File: src/rtl/axi_pkg.sv
// Shared AXI3 types for the SRAM responder: burst/response encodings, FSM states and
// the burst legality rule used by both the address generator and the read-request path.
package axi_pkg;

    typedef enum logic [1:0] {
        BurstFixed = 2'd0,
        BurstIncr  = 2'd1,
        BurstWrap  = 2'd2,
        BurstRsvd  = 2'd3
    } burst_t;

    typedef enum logic [1:0] {
        RespOkay   = 2'b00,
        RespExokay = 2'b01,
        RespSlverr = 2'b10,
        RespDecerr = 2'b11
    } resp_t;

    typedef enum logic [1:0] {
        StWIdle,
        StWData,
        StWResp
    } w_state_e;

    typedef enum logic {
        StRIdle,
        StRData
    } r_state_e;

    // Reserved bursts are illegal; WRAP needs len+1 to be a power of two of at least 2.
    function automatic logic burst_err(input logic [7:0] len, input burst_t burst);
        return (burst == BurstRsvd) ||
               ((burst == BurstWrap) && ((len == 8'd0) || ((len & (len + 8'd1)) != 8'd0)));
    endfunction

endpackage

File: src/rtl/axi.sv
// AXI3 channel bundle with initiator- and peripheral-side views.
interface axi #(
    parameter int unsigned ADDR_ID_WIDTH   = 1,
    parameter int unsigned ADDR_WIDTH      = 8,
    parameter int unsigned DATA_WIDTH      = 32,
    parameter int unsigned BURST_LEN_WIDTH = 4
) (
    input logic aclk,
    input logic areset_n
);

    logic [ADDR_ID_WIDTH-1:0]   awid;
    logic [ADDR_WIDTH-1:0]      awaddr;
    logic [BURST_LEN_WIDTH-1:0] awlen;
    logic [2:0]                 awsize;
    logic [1:0]                 awburst;
    logic [1:0]                 awlock;
    logic [3:0]                 awcache;
    logic [2:0]                 awprot;
    logic                       awvalid;
    logic                       awready;

    logic [DATA_WIDTH-1:0]      wdata;
    logic [DATA_WIDTH/8-1:0]    wstrb;
    logic                       wlast;
    logic                       wvalid;
    logic                       wready;

    logic [ADDR_ID_WIDTH-1:0]   bid;
    logic [1:0]                 bresp;
    logic                       bvalid;
    logic                       bready;

    logic [ADDR_ID_WIDTH-1:0]   arid;
    logic [ADDR_WIDTH-1:0]      araddr;
    logic [BURST_LEN_WIDTH-1:0] arlen;
    logic [2:0]                 arsize;
    logic [1:0]                 arburst;
    logic [1:0]                 arlock;
    logic [3:0]                 arcache;
    logic [2:0]                 arprot;
    logic                       arvalid;
    logic                       arready;

    logic [ADDR_ID_WIDTH-1:0]   rid;
    logic [DATA_WIDTH-1:0]      rdata;
    logic [1:0]                 rresp;
    logic                       rlast;
    logic                       rvalid;
    logic                       rready;

    modport initiator_modport (
        input  aclk, areset_n,
        output awid, awaddr, awlen, awsize, awburst, awlock, awcache, awprot, awvalid,
        input  awready,
        output wdata, wstrb, wlast, wvalid,
        input  wready,
        input  bid, bresp, bvalid,
        output bready,
        output arid, araddr, arlen, arsize, arburst, arlock, arcache, arprot, arvalid,
        input  arready,
        input  rid, rdata, rresp, rlast, rvalid,
        output rready
    );

    modport peripheral_modport (
        input  aclk, areset_n,
        input  awid, awaddr, awlen, awsize, awburst, awlock, awcache, awprot, awvalid,
        output awready,
        input  wdata, wstrb, wlast, wvalid,
        output wready,
        output bid, bresp, bvalid,
        input  bready,
        input  arid, araddr, arlen, arsize, arburst, arlock, arcache, arprot, arvalid,
        output arready,
        output rid, rdata, rresp, rlast, rvalid,
        input  rready
    );

endinterface

File: src/rtl/axi_burst_addr_gen.sv
// Combinational next-beat word index for FIXED/INCR/WRAP bursts, plus burst legality.
module axi_burst_addr_gen
    import axi_pkg::*;
#(
    parameter int unsigned IDX_WIDTH = 6,
    parameter int unsigned LEN_WIDTH = 4
) (
    input  logic [IDX_WIDTH-1:0] idx_i,
    input  logic [LEN_WIDTH-1:0] len_i,
    input  burst_t               burst_i,
    output logic [IDX_WIDTH-1:0] next_idx_o,
    output logic                 burst_err_o
);

    logic [IDX_WIDTH-1:0] wrap_mask;
    logic [IDX_WIDTH-1:0] idx_inc;

    // Next index: INCR wraps at the index width, WRAP stays inside the len-aligned window.
    always_comb begin
        wrap_mask = '0;
        wrap_mask[LEN_WIDTH-1:0] = len_i;
        idx_inc = idx_i + IDX_WIDTH'(1);
        case (burst_i)
            BurstIncr: next_idx_o = idx_inc;
            BurstWrap: next_idx_o = (idx_i & ~wrap_mask) | (idx_inc & wrap_mask);
            default:   next_idx_o = idx_i;
        endcase
        burst_err_o = burst_err(8'(len_i), burst_i);
    end

endmodule

File: src/rtl/axi_sram_responder.sv
// AXI3 peripheral backed by a word-addressed register-file memory. Independent write
// (AW/W/B) and read (AR/R) FSMs; errored beats never touch memory and read back as zero.
module axi_sram_responder
    import axi_pkg::*;
#(
    parameter int unsigned ADDR_ID_WIDTH   = 1,
    parameter int unsigned ADDR_WIDTH      = 8,
    parameter int unsigned DATA_WIDTH      = 32,
    parameter int unsigned BURST_LEN_WIDTH = 4,
    parameter int unsigned DEPTH           = 32
) (
    input logic              aclk,
    input logic              areset,
    axi.peripheral_modport   s
);

    localparam int unsigned ByteLanes = DATA_WIDTH / 8;
    localparam int unsigned OffWidth  = $clog2(ByteLanes);
    localparam int unsigned IdxWidth  = ADDR_WIDTH - OffWidth;
    localparam int unsigned MemAw     = $clog2(DEPTH);

    logic [DATA_WIDTH-1:0] mem_q [DEPTH];

    // Write channel state
    w_state_e                   w_state_q;
    logic                       awready_q, wready_q, bvalid_q;
    logic [ADDR_ID_WIDTH-1:0]   aw_id_q, bid_q;
    resp_t                      bresp_q;
    logic [IdxWidth-1:0]        w_idx_q, w_next_idx;
    logic [BURST_LEN_WIDTH-1:0] w_len_q, w_cnt_q;
    burst_t                     w_burst_q;
    logic                       w_err_q, w_gen_err, w_last_beat, w_beat_err, w_fire;

    // Read channel state
    r_state_e                   r_state_q;
    logic                       arready_q, rvalid_q, rlast_q;
    logic [ADDR_ID_WIDTH-1:0]   rid_q;
    resp_t                      rresp_q;
    logic [DATA_WIDTH-1:0]      rdata_q;
    logic [IdxWidth-1:0]        r_idx_q, r_next_idx, ar_idx;
    logic [BURST_LEN_WIDTH-1:0] r_len_q, r_cnt_q, r_cnt_inc;
    burst_t                     r_burst_q;
    logic                       r_gen_err, r_next_err, ar_err;

    axi_burst_addr_gen #(
        .IDX_WIDTH (IdxWidth),
        .LEN_WIDTH (BURST_LEN_WIDTH)
    ) u_w_addr_gen (
        .idx_i       (w_idx_q),
        .len_i       (w_len_q),
        .burst_i     (w_burst_q),
        .next_idx_o  (w_next_idx),
        .burst_err_o (w_gen_err)
    );

    axi_burst_addr_gen #(
        .IDX_WIDTH (IdxWidth),
        .LEN_WIDTH (BURST_LEN_WIDTH)
    ) u_r_addr_gen (
        .idx_i       (r_idx_q),
        .len_i       (r_len_q),
        .burst_i     (r_burst_q),
        .next_idx_o  (r_next_idx),
        .burst_err_o (r_gen_err)
    );

    // Per-beat error qualification; the last beat is the counted one, wlast only cross-checks it.
    always_comb begin
        w_fire      = s.wvalid & wready_q;
        w_last_beat = (w_cnt_q == w_len_q);
        w_beat_err  = w_gen_err | (32'(w_idx_q) >= DEPTH) | (s.wlast != w_last_beat);
        ar_idx      = s.araddr[ADDR_WIDTH-1:OffWidth];
        ar_err      = burst_err(8'(s.arlen), burst_t'(s.arburst)) | (32'(ar_idx) >= DEPTH);
        r_next_err  = r_gen_err | (32'(r_next_idx) >= DEPTH);
        r_cnt_inc   = r_cnt_q + BURST_LEN_WIDTH'(1);
    end

    // Byte-strobed memory write; contents survive reset.
    always_ff @(posedge aclk) begin
        if (!areset && w_fire && !w_beat_err) begin
            for (int unsigned b = 0; b < ByteLanes; b++) begin
                if (s.wstrb[b]) begin
                    mem_q[w_idx_q[MemAw-1:0]][8*b +: 8] <= s.wdata[8*b +: 8];
                end
            end
        end
    end

    // Write FSM: AW capture, W beats, then hold B until accepted.
    always_ff @(posedge aclk) begin
        if (areset) begin
            w_state_q <= StWIdle;
            awready_q <= 1'b0;
            wready_q  <= 1'b0;
            bvalid_q  <= 1'b0;
            bid_q     <= '0;
            bresp_q   <= RespOkay;
            aw_id_q   <= '0;
            w_idx_q   <= '0;
            w_len_q   <= '0;
            w_cnt_q   <= '0;
            w_burst_q <= BurstFixed;
            w_err_q   <= 1'b0;
        end else begin
            case (w_state_q)
                StWIdle: begin
                    awready_q <= 1'b1;
                    if (s.awvalid && awready_q) begin
                        awready_q <= 1'b0;
                        wready_q  <= 1'b1;
                        aw_id_q   <= s.awid;
                        w_idx_q   <= s.awaddr[ADDR_WIDTH-1:OffWidth];
                        w_len_q   <= s.awlen;
                        w_burst_q <= burst_t'(s.awburst);
                        w_cnt_q   <= '0;
                        w_err_q   <= 1'b0;
                        w_state_q <= StWData;
                    end
                end
                StWData: begin
                    if (w_fire) begin
                        w_idx_q <= w_next_idx;
                        w_cnt_q <= w_cnt_q + BURST_LEN_WIDTH'(1);
                        w_err_q <= w_err_q | w_beat_err;
                        if (w_last_beat) begin
                            wready_q  <= 1'b0;
                            bvalid_q  <= 1'b1;
                            bid_q     <= aw_id_q;
                            bresp_q   <= (w_err_q | w_beat_err) ? RespSlverr : RespOkay;
                            w_state_q <= StWResp;
                        end
                    end
                end
                StWResp: begin
                    if (s.bready) begin
                        bvalid_q  <= 1'b0;
                        awready_q <= 1'b1;
                        w_state_q <= StWIdle;
                    end
                end
                default: w_state_q <= StWIdle;
            endcase
        end
    end

    // Read FSM: AR capture preloads beat 0; each accepted non-last beat preloads the next.
    always_ff @(posedge aclk) begin
        if (areset) begin
            r_state_q <= StRIdle;
            arready_q <= 1'b0;
            rvalid_q  <= 1'b0;
            rlast_q   <= 1'b0;
            rid_q     <= '0;
            rresp_q   <= RespOkay;
            rdata_q   <= '0;
            r_idx_q   <= '0;
            r_len_q   <= '0;
            r_cnt_q   <= '0;
            r_burst_q <= BurstFixed;
        end else begin
            case (r_state_q)
                StRIdle: begin
                    arready_q <= 1'b1;
                    if (s.arvalid && arready_q) begin
                        arready_q <= 1'b0;
                        rvalid_q  <= 1'b1;
                        rid_q     <= s.arid;
                        r_idx_q   <= ar_idx;
                        r_len_q   <= s.arlen;
                        r_burst_q <= burst_t'(s.arburst);
                        r_cnt_q   <= '0;
                        rlast_q   <= (s.arlen == '0);
                        rresp_q   <= ar_err ? RespSlverr : RespOkay;
                        rdata_q   <= ar_err ? '0 : mem_q[ar_idx[MemAw-1:0]];
                        r_state_q <= StRData;
                    end
                end
                StRData: begin
                    if (s.rready) begin
                        if (rlast_q) begin
                            rvalid_q  <= 1'b0;
                            rlast_q   <= 1'b0;
                            arready_q <= 1'b1;
                            r_state_q <= StRIdle;
                        end else begin
                            r_idx_q <= r_next_idx;
                            r_cnt_q <= r_cnt_inc;
                            rlast_q <= (r_cnt_inc == r_len_q);
                            rresp_q <= r_next_err ? RespSlverr : RespOkay;
                            rdata_q <= r_next_err ? '0 : mem_q[r_next_idx[MemAw-1:0]];
                        end
                    end
                end
                default: r_state_q <= StRIdle;
            endcase
        end
    end

    assign s.awready = awready_q;
    assign s.wready  = wready_q;
    assign s.bvalid  = bvalid_q;
    assign s.bid     = bid_q;
    assign s.bresp   = bresp_q;
    assign s.arready = arready_q;
    assign s.rvalid  = rvalid_q;
    assign s.rlast   = rlast_q;
    assign s.rid     = rid_q;
    assign s.rresp   = rresp_q;
    assign s.rdata   = rdata_q;

    // Bundle fields this responder deliberately ignores.
    logic unused_sig;
    assign unused_sig = ^{s.aclk, s.areset_n, s.awaddr, s.awsize, s.awlock, s.awcache,
                          s.awprot, s.araddr, s.arsize, s.arlock, s.arcache, s.arprot};

endmodule

File: src/flat_wrapper.sv
// flat-port wrapper written by rule: the top's interface ports become plain ports
module axi_sram_responder_flat import axi_pkg::*;
#(
    parameter int unsigned ADDR_ID_WIDTH   = 1,
    parameter int unsigned ADDR_WIDTH      = 8,
    parameter int unsigned DATA_WIDTH      = 32,
    parameter int unsigned BURST_LEN_WIDTH = 4,
    parameter int unsigned DEPTH           = 32
)
  (aclk, areset, areset_n, s_awid, s_awaddr, s_awlen, s_awsize, s_awburst, s_awlock, s_awcache, s_awprot, s_awvalid, s_awready, s_wdata, s_wstrb, s_wlast, s_wvalid, s_wready, s_bid, s_bresp, s_bvalid, s_bready, s_arid, s_araddr, s_arlen, s_arsize, s_arburst, s_arlock, s_arcache, s_arprot, s_arvalid, s_arready, s_rid, s_rdata, s_rresp, s_rlast, s_rvalid, s_rready);
  axi #(.ADDR_ID_WIDTH(ADDR_ID_WIDTH), .ADDR_WIDTH(ADDR_WIDTH), .DATA_WIDTH(DATA_WIDTH), .BURST_LEN_WIDTH(BURST_LEN_WIDTH)) s_i (.aclk(aclk), .areset_n(areset_n));
  input logic aclk;
  input logic areset;
  input wire logic areset_n;
  input wire logic [$bits(s_i.awid)-1:0] s_awid;
  input wire logic [$bits(s_i.awaddr)-1:0] s_awaddr;
  input wire logic [$bits(s_i.awlen)-1:0] s_awlen;
  input wire logic [$bits(s_i.awsize)-1:0] s_awsize;
  input wire logic [$bits(s_i.awburst)-1:0] s_awburst;
  input wire logic [$bits(s_i.awlock)-1:0] s_awlock;
  input wire logic [$bits(s_i.awcache)-1:0] s_awcache;
  input wire logic [$bits(s_i.awprot)-1:0] s_awprot;
  input wire logic [$bits(s_i.awvalid)-1:0] s_awvalid;
  output wire logic [$bits(s_i.awready)-1:0] s_awready;
  input wire logic [$bits(s_i.wdata)-1:0] s_wdata;
  input wire logic [$bits(s_i.wstrb)-1:0] s_wstrb;
  input wire logic [$bits(s_i.wlast)-1:0] s_wlast;
  input wire logic [$bits(s_i.wvalid)-1:0] s_wvalid;
  output wire logic [$bits(s_i.wready)-1:0] s_wready;
  output wire logic [$bits(s_i.bid)-1:0] s_bid;
  output wire logic [$bits(s_i.bresp)-1:0] s_bresp;
  output wire logic [$bits(s_i.bvalid)-1:0] s_bvalid;
  input wire logic [$bits(s_i.bready)-1:0] s_bready;
  input wire logic [$bits(s_i.arid)-1:0] s_arid;
  input wire logic [$bits(s_i.araddr)-1:0] s_araddr;
  input wire logic [$bits(s_i.arlen)-1:0] s_arlen;
  input wire logic [$bits(s_i.arsize)-1:0] s_arsize;
  input wire logic [$bits(s_i.arburst)-1:0] s_arburst;
  input wire logic [$bits(s_i.arlock)-1:0] s_arlock;
  input wire logic [$bits(s_i.arcache)-1:0] s_arcache;
  input wire logic [$bits(s_i.arprot)-1:0] s_arprot;
  input wire logic [$bits(s_i.arvalid)-1:0] s_arvalid;
  output wire logic [$bits(s_i.arready)-1:0] s_arready;
  output wire logic [$bits(s_i.rid)-1:0] s_rid;
  output wire logic [$bits(s_i.rdata)-1:0] s_rdata;
  output wire logic [$bits(s_i.rresp)-1:0] s_rresp;
  output wire logic [$bits(s_i.rlast)-1:0] s_rlast;
  output wire logic [$bits(s_i.rvalid)-1:0] s_rvalid;
  input wire logic [$bits(s_i.rready)-1:0] s_rready;
  assign s_i.awid = s_awid;
  assign s_i.awaddr = s_awaddr;
  assign s_i.awlen = s_awlen;
  assign s_i.awsize = s_awsize;
  assign s_i.awburst = s_awburst;
  assign s_i.awlock = s_awlock;
  assign s_i.awcache = s_awcache;
  assign s_i.awprot = s_awprot;
  assign s_i.awvalid = s_awvalid;
  assign s_awready = s_i.awready;
  assign s_i.wdata = s_wdata;
  assign s_i.wstrb = s_wstrb;
  assign s_i.wlast = s_wlast;
  assign s_i.wvalid = s_wvalid;
  assign s_wready = s_i.wready;
  assign s_bid = s_i.bid;
  assign s_bresp = s_i.bresp;
  assign s_bvalid = s_i.bvalid;
  assign s_i.bready = s_bready;
  assign s_i.arid = s_arid;
  assign s_i.araddr = s_araddr;
  assign s_i.arlen = s_arlen;
  assign s_i.arsize = s_arsize;
  assign s_i.arburst = s_arburst;
  assign s_i.arlock = s_arlock;
  assign s_i.arcache = s_arcache;
  assign s_i.arprot = s_arprot;
  assign s_i.arvalid = s_arvalid;
  assign s_arready = s_i.arready;
  assign s_rid = s_i.rid;
  assign s_rdata = s_i.rdata;
  assign s_rresp = s_i.rresp;
  assign s_rlast = s_i.rlast;
  assign s_rvalid = s_i.rvalid;
  assign s_i.rready = s_rready;
  axi_sram_responder #(.ADDR_ID_WIDTH(ADDR_ID_WIDTH), .ADDR_WIDTH(ADDR_WIDTH), .DATA_WIDTH(DATA_WIDTH), .BURST_LEN_WIDTH(BURST_LEN_WIDTH), .DEPTH(DEPTH)) u_core (.aclk(aclk), .areset(areset), .s(s_i));
endmodule
File: config.mk
export PLATFORM = sky130hd
export DESIGN_NAME = axi_sram_responder_flat
export DESIGN_NICKNAME = d
export VERILOG_FILES = /design/src/rtl/axi_pkg.sv /design/src/rtl/axi.sv /design/src/rtl/axi_burst_addr_gen.sv /design/src/rtl/axi_sram_responder.sv /design/src/flat_wrapper.sv
export SDC_FILE = /design/constraint.sdc
export NUM_CORES = 2
export LEC_CHECK = 0
export CORE_MARGIN = 2
export CORE_UTILIZATION = 50
export CTS_CLUSTER_DIAMETER = 80
export CTS_CLUSTER_SIZE = 14
export DETAILED_ROUTE_END_ITERATION = 10
export GPL_ROUTABILITY_DRIVEN = 0
export PLACE_DENSITY = 0.69
export SYNTH_ARGS = -nofsm -noshare
export SYNTH_HDL_FRONTEND = slang
export SYNTH_SLANG_ARGS = --single-unit
File: constraint.sdc
create_clock -name aclk -period 2.5 [get_ports aclk]
set_input_delay 0.25 -clock aclk [delete_from_list [all_inputs] [get_ports aclk]]
set_output_delay 0.25 -clock aclk [all_outputs]
set_load 0.02 [all_outputs]
==> results.cfg <==
[final_layout]
layout.nets = 4326
syn2layout_area_growth_pct = 28.88
stdcell_count = 5682
finish.utilization_pct = 64.74
drive_gt1_share_pct = 33.39
layout_common_cells = 1024 x edfxtp_1, 340 x buf_4, 314 x and3_1
final_common_cell = edfxtp_1

[setup_path]
slowest_delay_ns = 0.46
arrival_ns = 3.49
start_kind = flip-flop
crit_slowest_cell = a211oi_1
critPathTopFamily = compound AO/OA/AOI/OAI gates
cp_max_fo = 13
cp_num_cells = 11
worst_r2r_path_depth = 11
cp-end-kind = flip-flop
crit_type = flip-flop to flip-flop
crit_buf_inv = 3
cp_cell_sequence = buf_6 -> ha_4 -> a21oi_1 -> or3_4 -> nand2_8 -> buf_16 -> bufbuf_16 -> a211oi_1 -> o32ai_1 -> o21ai_1 -> a311oi_2
crit_required_ns = 3.05

[drt]
met2_length_um = 87300
wl_met1_um = 63890
drt_iter0_markers = 6754
route.vias.total = 40710
wire_per_inst_um = 33.61
ant_nets = 0
route.met3.wl_um = 26150
routed_wl_um = 191000
dr.pass1.iters = 8
avgViaCountPerCell = 7.164
drc = 0
top_layer_used = met5

[yosys]
syn-cell-area_mm2 = 0.05273
yosys_most_used_dff = edfxtp_1
yosysSeqAreaShare_pct = 61.31
yosys.area.top_type_share_pct = 58.31
syn_avg_cell_area_um2 = 14.22
synth_edf_count = 1024
synth-seq-cells = 1103
synth_cell_types = 66
yosys.area.top_type = edfxtp_1
yosys-top-cells-area = edfxtp_1 58%, mux4_2 12%, and3_1 3.7%
ys_warn_count = 0
syn-instance-count = 3708
async_reset_ff_share_pct = 0

[timing]
finClkSkew_ns = 0.02518
setup-violations-final = 1057
hold_viol = 0
timing.hold.ws_ns = 0.09200
fmax_mhz = 340.6
fin_crit_sh_pct = 117.4
fin_ws_ns = -0.4360
slew_viol_final = 0
slew_headroom_pct = 45.95
tns_ns = -182.64
fin_crit_ns = 2.936
rsz0062_at_grt = true
tightest_slew_ns = 0.8088

[placed_design]
post-place-cells = 5426
io_buffer_count = 111
dpl.hpwl_um = 118600
pre_cts_slack_ns = -0.6163

[run]
max_cap_viol_count = 0

[global_route]
grt_max_degree = 60
grt_pass1_wl_um = 266800
track_usage_pct = 33.92
grt_pass1_vias = 39600
antenna_found_initial = 6
gr-total-overflow = 0

[clock_tree]
insertion_delay_ns = 0.70
clk_path_buf_depth = 3
post_cts_hold_buffer_count = 0
path_clk_slew_ns = 0.07
cts_root_buf = clkbuf_16
clock_sink_count = 1103
cts_htree_levels = 3
cts_tree = yes
cts_inserted_buffers = 89

[floorplan]
start_util_pct = 50.24
num_rows = 119
die_h_um = 328.8
ioPinCount = 143
core_mm2 = 0.1050
die_area_mm2 = 0.1081
dieWidth_um = 328.8

[power_and_ir_drop]
ir_worst_vdd_mv = 0.6837
p_leak_uw = 0.02201
p_per_area_mw_per_mm2 = 596.8

[status]
status = finished with violations
violations = negative setup slack

[min_path]
hold_class = input pin to flip-flop
min_delay_path_depth = 5
==> what timing repair did <==
item,4_1_cts,5_1_grt
cloned,18,19
setup buffers,37,15
resized for setup,303,359
endpoints found under the setup margin,1056,1056
pin swaps,83,121
==> worst reg2reg max path: cells and delay by family (launching register included) <==
family                   cells  cell delay, ns
buffers and inverters        3            0.62
AO/OA/AOI/OAI                5            1.23
flip-flops                   1            0.33
AND/OR/NAND/NOR              2            0.46
adder cells (fa/ha/maj)      1            0.17
==> sequential cells by signal, indices dropped and copies added (netlist names), named ones only <==
| signal | cells |
|---|---|
| u_core.s.rdata | 32 |
| u_core.r_idx_q | 6 |
| u_core.s.bresp | 1 |
| u_core.r_cnt_q | 4 |
| u_core.s.bvalid | 1 |
| u_core.w_cnt_q | 4 |
| u_core.w_state_q | 2 |
| u_core.s.rresp | 1 |
| u_core.r_burst_q | 2 |
| u_core.s.bid | 1 |
| u_core.w_idx_q | 3 |
| u_core.s.awready | 1 |
| u_core.w_len_q | 4 |
| u_core.w_err_q | 1 |
| u_core.r_state_q | 1 |
| u_core.s.rlast | 1 |
| u_core.r_len_q | 4 |
| u_core.mem_q | 1024 |
| u_core.s.rvalid | 1 |
| u_core.s.rid | 1 |
| u_core.s.wready | 1 |
| u_core.w_burst_q | 2 |
| u_core.s.arready | 1 |
| u_core.aw_id_q | 1 |
==> layout make-up <==
type / instances / area [µm²]
Clock inverter: 9 / 100.1
Timing Repair Buffer: 779 / 9922
Tap cell: 1391 / 1740
Multi-Input combinational cell: 2226 / 21290
Clock buffer: 156 / 2500
Sequential cell: 1103 / 32340
Antenna cell: 2 / 5.005
Fill cell: 7130 / 37010
Inverter: 16 / 60.06
==> synth_stat cells (63+ instances only) <==
| cell | count |
|---|---|
| dfxtp_1 | 79 |
| a32oi_1 | 63 |
| mux2i_1 | 76 |
| nor2_1 | 242 |
| and3_1 | 315 |
| o22ai_1 | 63 |
| clkbuf_1 | 220 |
| mux4_2 | 291 |
| a311oi_1 | 92 |
| nand2_1 | 313 |
| a211oi_1 | 259 |
| buf_2 | 99 |
| edfxtp_1 | 1024 |
==> metal layers <==
layer	vias to the layer above	GRT usage, %
li1	16200	-
met1	20190	44.04
met2	3490	52.73
met3	830	7.936
met4	4	19.19
met5	-	0
==> per-stage QoR <==
stage	total power (µW)	area [µm²]
final	40560	67960
after global routing	41450	67960
after CTS	40030	65840
after detailed placement	26250	60980
after global placement	26190	60980
after floorplan	23490	53210
==> path summary, 6_finish.rpt <==
kind,start,endpoint,slack [ns]
max reg2reg,u_core.r_burst_q[0],u_core.s.rdata[23],-0.44
max,u_core.r_burst_q[0],u_core.s.rdata[23],-0.44
min reg2reg,u_core.s.rid,u_core.s.rid,0.47
min,areset,u_core.s.rdata[30],0.09
==> cells by family (layout without fill, tap and decap cells) <==
family / count (synthesis) / count (layout) / share of synthesized area (%)
mux: 367 / 367 / 13.87
flops: 1103 / 1103 / 61.31
buf+inv: 382 / 960 / 3.232
fa+ha+maj: 12 / 12 / 0.2847
other cells: 1 / 4 / 0.007111
compound gates: 878 / 878 / 12.45
xor+xnor: 14 / 14 / 0.2325
simple gates: 951 / 953 / 8.613
==> report_power, final <==
part           switching, µW  internal (µW)
Sequential               164          20200
Clock                   6680           6810
Combinational           3820           2860
Total                  10700          29900
Power figures use the tool's default switching activity.
